## config.mk

```make
export PLATFORM = sky130hd
export DESIGN_NAME = hazard_tracker
export DESIGN_NICKNAME = d
export VERILOG_FILES = /design/src/rtl/hazard_tracker.sv
export SDC_FILE = /design/constraint.sdc
export NUM_CORES = 1
export LEC_CHECK = 0
export ABC_CLOCK_PERIOD_IN_PS = 2800
export CAP_MARGIN = 20
export CORE_MARGIN = 4
export CORE_UTILIZATION = 45
export DETAILED_ROUTE_END_ITERATION = 8
export GPL_ROUTABILITY_DRIVEN = 0
export GPL_TIMING_DRIVEN = 0
export HOLD_SLACK_MARGIN = 0.1
export MAX_ROUTING_LAYER = met4
export PLACE_DENSITY = 0.74
export SYNTH_ARGS = -nofsm -noshare
export SYNTH_HDL_FRONTEND = slang
export SYNTH_SLANG_ARGS = --single-unit
```

## constraint.sdc

```tcl
create_clock -name clk -period 2.8 [get_ports clk]
set_input_delay 0.28 -clock clk [delete_from_list [all_inputs] [get_ports clk]]
set_output_delay 0.28 -clock clk [all_outputs]
set_load 0.01 [all_outputs]
```

## src/rtl/hazard_tracker.sv

```systemverilog
// hazard_tracker: load-use stall detection and forwarding-select generation for an in-order pipeline
module hazard_tracker #(
  parameter int RF_ADDRESS = 5,
  parameter int NSTAGES    = 3,
  parameter int NSRC       = 2,
  parameter int LOAD_STAGE = 2,
  parameter int CNT_W      = 16,
  parameter int FS_W       = $clog2(NSTAGES)
) (
  input  logic                       clk,
  input  logic                       reset,
  input  logic                       id_valid,
  input  logic [NSRC*RF_ADDRESS-1:0] id_rs,
  input  logic [NSRC-1:0]            id_rs_used,
  input  logic [RF_ADDRESS-1:0]      id_rd,
  input  logic                       id_regwrite,
  input  logic                       id_is_load,
  input  logic                       flush,
  input  logic                       ext_stall,
  output logic                       stall,
  output logic [NSRC*FS_W-1:0]       fwd_sel,
  output logic [NSTAGES-1:0]         valid_vec,
  output logic [CNT_W-1:0]           stall_cnt
);
  typedef struct packed {
    logic [RF_ADDRESS-1:0] rd;
    logic                  regwrite;
    logic                  is_load;
  } entry_t;
  // The oldest entry only needs its valid bit: its rd/regwrite/is_load are never searched.
  logic [NSTAGES-1:0] r_valid;
  entry_t             r_ent [NSTAGES-1];
  logic [NSRC*FS_W-1:0] r_fwd;
  logic [CNT_W-1:0]   r_cnt;
  logic [NSRC*FS_W-1:0] w_sel;
  logic [NSRC-1:0]    w_haz;
  logic               w_stall;
  logic               w_bub;
  // Per source, scan oldest to youngest so the youngest matching producer wins.
  always_comb begin
    w_sel = '0;
    w_haz = '0;
    for (int i = 0; i < NSRC; i++)
      for (int k = NSTAGES-2; k >= 0; k--)
        if (id_valid && id_rs_used[i] && r_valid[k] && r_ent[k].regwrite &&
            r_ent[k].rd == id_rs[i*RF_ADDRESS +: RF_ADDRESS] && r_ent[k].rd != '0) begin
          w_sel[i*FS_W +: FS_W] = FS_W'(k+1);
          w_haz[i] = r_ent[k].is_load && (k+1 < LOAD_STAGE);
        end
  end
  assign w_stall   = ~reset & ~flush & ~ext_stall & |w_haz;
  assign w_bub     = w_stall | flush;
  assign stall     = w_stall;
  assign fwd_sel   = r_fwd;
  assign valid_vec = r_valid;
  assign stall_cnt = r_cnt;
  // Advance the tracked pipeline unless frozen; stalls and flushes inject a bubble into ID/EX.
  always_ff @(posedge clk) begin
    if (reset) begin
      r_valid <= '0;
      r_fwd   <= '0;
      r_cnt   <= '0;
      for (int j = 0; j < NSTAGES-1; j++) r_ent[j] <= '0;
    end else if (!ext_stall) begin
      r_valid <= {r_valid[NSTAGES-2:0], ~w_bub & id_valid};
      for (int j = NSTAGES-2; j > 0; j--) r_ent[j] <= r_ent[j-1];
      r_ent[0] <= w_bub ? '0 : {id_rd, id_regwrite, id_is_load};
      r_fwd    <= w_bub ? '0 : w_sel;
      if (w_stall && r_cnt != '1) r_cnt <= r_cnt + 1'b1;
    end
  end
endmodule
```

==> summary.md, run 1 <==
| Metric | Value |
|---|---|
| Max incr delay on CP | `0.59 ns` |
| Hold_buf cts | `0` |
| Most used DFF post-synth | `dfxtp_1` |
| CTS buffer count | `5` |
| TNS Setup | `0 ns` |
| Fill cells | `362` |
| Outcome | `finished, final reports clean` |
| Placed Area | `0.00240 sq mm` |
| Largest net degree at the start of global routing | `14` |
| CTS H-tree depth | `2` |
| Post-synth EDFFs | `13` |
| Worst-Margin Slew | `0.523 ns` |
| Area grow syn2layout | `32.9%` |
| Critical path class | `register to output port` |
| Detailed Route WL | `4410 um` |
| DR vias | `1646` |
| Fmax | `388 MHz` |
| Synth top area cells | `dfxtp_1 25%, edfxtp_1 21%, xor2_1 5.2%` |
| Hold Path Class | `register to register` |
| Worst R2R Path Depth | `6` |
| Initial antenna violation count | `0` |
| Ant diodes | `0` |
| Drt wl/cell | `15.0 um` |
| Ports | `48` |
| Die H | `72.5 um` |
| Final Max Slew Viols | `0` |
| Overall routing resource usage | `0.182` |
| LEAKAGE | `0.850 nW` |
| Most instantiated cells after synthesis | `23 x dfxtp_1, 14 x a21oi_1, 13 x and2_1, 13 x edfxtp_1, 11 x xor2_1` |
| Critical path arrival | `2.30 ns` |
| Syn_nets | `215` |
| # port buffers | `47` |
| Max Cap Violations | `0` |
| Most common cell in the synthesized netlist | `dfxtp_1` |
| DP Wirelength | `3320 um` |
| Register area share after synthesis | `0.455` |
| Clk Tree Root Cell | `clkbuf_8` |
| Final Cycle Share | `0.920` |
| Share of cells above drive strength 1 | `0.0735` |
| CP Capture Type | `output port` |
| Critical Path Source Type | `register` |
| Hold EP | `fwd_sel[2]` |
| DR iter-0 viols | `138` |
| Multi-input gate area | `970 sq um` |
| #FFs+latches synth | `36` |
| Reg area | `851 sq um` |
| Clock Sinks | `36` |
| Chip Width | `72.5 um` |
| Post-route DRC | `0` |
| Cell taking the most area after synthesis | `dfxtp_1` |
| Hold path startpoint | `fwd_sel[2]` |
| Number of gates resized after cts | `0` |
| Worst VDD drop | `0.000271 V` |
| Yosys cell types | `41` |
| CTS max path bufs | `2` |
| Vias in the first global route | `1503` |
| Final clock skew | `0.00556 ns` |
| Worst r2r dst | `r_ent[0][4]` |
| Synth Cell Area | `0.00187 sq mm` |
| Final Critical Period | `2.58 ns` |
| Synthesized area per cell | `9.84 sq um` |
| Ys Warns | `0` |
| Final core occ | `0.621` |
| Clock-pin slew on the worst setup and hold paths | `0.07 ns` |
| Clk Latency, worst-skew pair | `0.28 ns` |
| Cell area after layout | `0.00248 sq mm` |
| Nets | `269` |
| Asr flop ratio synth | `0` |
| Final-report setup violation count | `0` |
| CTS tree | `done` |
| Starting Density | `0.467` |
| Detail Route Antenna Nets | `0` |
| Core box area | `0.00400 sq mm` |
| Global-route wire length before repair | `7220 um` |
| Reg2reg start | `r_ent[0][3]` |
| Crit path max-delay cell type | `clkdlybuf4s50_1` |
| RSZ-0062 raised after global routing | `false` |
| DIE AREA | `0.00525 sq mm` |
| Via density | `5.58` |
| CP cell instances | `xor2_1 -> nor4_2 -> nand2_1 -> a21oi_1 -> clkdlybuf4s50_1` |
| Maximum net fanout on the critical path | `5` |
| Flop2flop setup slack | `0.36 ns` |
| Tot Pwr | `0.00104 W` |
| Final Hold Viols | `0` |
| Post-Syn Instances | `190` |
| Total grt overflow | `0` |
| Post-CTS setup buffers | `0` |
| Hold path cells | `2` |
| PwrDens | `419 mW/mm^2` |
| First-pass DRT Iterations | `4` |
| Max_slew headroom | `0.651` |
| Area share of the largest cell type after synthesis | `0.246` |
| Rows | `23` |
| WP data required | `2.52 ns` |
-- final cells by class --
| cell class | count | share of cell area |
|---|---|---|
| Timing Repair Buffer | 47 | 0.189 |
| Multi-Input combinational cell | 145 | 0.390 |
| Inverter | 4 | 0.00604 |
| Tap cell | 50 | 0.0252 |
| Clock inverter | 3 | 0.00554 |
| Clock buffer | 5 | 0.0277 |
| Buffer | 5 | 0.0136 |
| Sequential cell | 36 | 0.342 |
-- sequential cells by signal, summed over array words and instances (netlist names) --
name and cells:
stall_cnt 16, r_ent 13, fwd_sel 4, valid_vec 3
-- worst max-delay path: cells and delay by family, from the launching register on --
kind	cells	cell delay [ns]
AO/OA/AOI/OAI	1	0.27
AND/OR/NAND/NOR	2	0.47
XOR/XNOR	1	0.20
flip-flops	1	0.49
buffers and inverters	1	0.59
-- per-stage QoR --
step                instances  hold slack, ns  setup WS (ns)
detailed placement        287           0.451          0.172
floorplan                 190           0.406          0.709
global route              295           0.486          0.107
finish                    295           0.459          0.224
CTS                       295           0.466          0.206
global placement          287           0.438          0.159
-- worst max-delay path by stage --
stage / start / slack (ns) / cells past startpoint / endpoint
2_1_floorplan: r_ent[0][3] / 0.71 / 8 / stall_cnt[1]
3_3_place_gp: id_rs[8] / 0.16 / 7 / stall_cnt[9]
3_5_place_dp: id_rs[8] / 0.17 / 7 / stall_cnt[9]
4_1_cts: r_ent[0][2] / 0.21 / 5 / stall
5_1_grt: r_ent[0][6] / 0.11 / 5 / stall
6_report: r_ent[0][2] / 0.22 / 5 / stall
-- routing by layer --
metal,track usage,vias to the layer above,wire length [um]
li1,-,817,-
met1,0.251,774,2070
met2,0.263,49,2010
met3,0.0485,6,274
met4,0.0553,0,59
met5,-,-,0
-- cell families (layout without fill, tap and decap cells) --
| family | after synthesis | in the layout | synth area share |
|---|---|---|---|
| AND/OR/NAND/NOR | 81 | 81 | 0.262 |
| XOR/XNOR | 21 | 21 | 0.0984 |
| flip-flops | 36 | 36 | 0.455 |
| multiplexers | 4 | 4 | 0.0221 |
| adder cells (fa/ha/maj) | 1 | 1 | 0.00669 |
| buffers and inverters | 9 | 64 | 0.0261 |
| AO/OA/AOI/OAI | 38 | 38 | 0.130 |
-- where the power goes --
group          switching (W)  internal (W)
Clock               0.000178      0.000169
Combinational      0.0000500     0.0000640
Sequential         0.0000215      0.000559
Total               0.000250      0.000792
-- cell usage in the layout (no fill, tap or decap), types with 2 or more instances in the layout --
cell / Yosys / layout
mux2i_1: 3 / 3
or4_1: 4 / 4
o21ai_0: 10 / 10
nand4b_1: 3 / 3
nand4_1: 7 / 7
nor3b_1: 2 / 2
inv_1: 4 / 4
a21oi_1: 14 / 14
or3_2: 3 / 3
nor2_1: 10 / 10
and4_1: 2 / 2
nor3_1: 2 / 2
xor2_1: 11 / 11
clkdlybuf4s50_1: 0 / 47
a211o_1: 2 / 2
and3_1: 2 / 2
edfxtp_1: 13 / 13
dfxtp_1: 23 / 23
buf_6: 2 / 2
and2_1: 13 / 13
nor4_2: 2 / 2
or3_1: 8 / 8
nor4_1: 2 / 2
a22o_1: 2 / 2
o31ai_1: 3 / 3
clkinv_2: 0 / 2
nand2_1: 10 / 10
xnor2_1: 10 / 10
nor2b_1: 4 / 4
clkbuf_8: 0 / 5
clkbuf_1: 2 / 2
nand3_1: 5 / 5
Power figures use the tool's default switching activity.
==> run 2, diff against run 1 <==
--- a/config.mk
+++ b/config.mk
@@ -15,6 +15,7 @@
 export HOLD_SLACK_MARGIN = 0.1
 export MAX_ROUTING_LAYER = met4
 export PLACE_DENSITY = 0.74
+export SLEW_MARGIN = 20
 export SYNTH_ARGS = -nofsm -noshare
 export SYNTH_HDL_FRONTEND = slang
 export SYNTH_SLANG_ARGS = --single-unit
==> results of run 2 <==
Same layout as run 1: the final DEF is identical, and so are final timing and power.
==> run 3, diff against run 2 <==
--- a/config.mk
+++ b/config.mk
@@ -15,7 +15,6 @@
 export HOLD_SLACK_MARGIN = 0.1
 export MAX_ROUTING_LAYER = met4
 export PLACE_DENSITY = 0.74
-export SLEW_MARGIN = 20
 export SYNTH_ARGS = -nofsm -noshare
 export SYNTH_HDL_FRONTEND = slang
 export SYNTH_SLANG_ARGS = --single-unit
==> results of run 3 <==
Same layout as run 1: the final DEF is identical, and so are final timing and power.
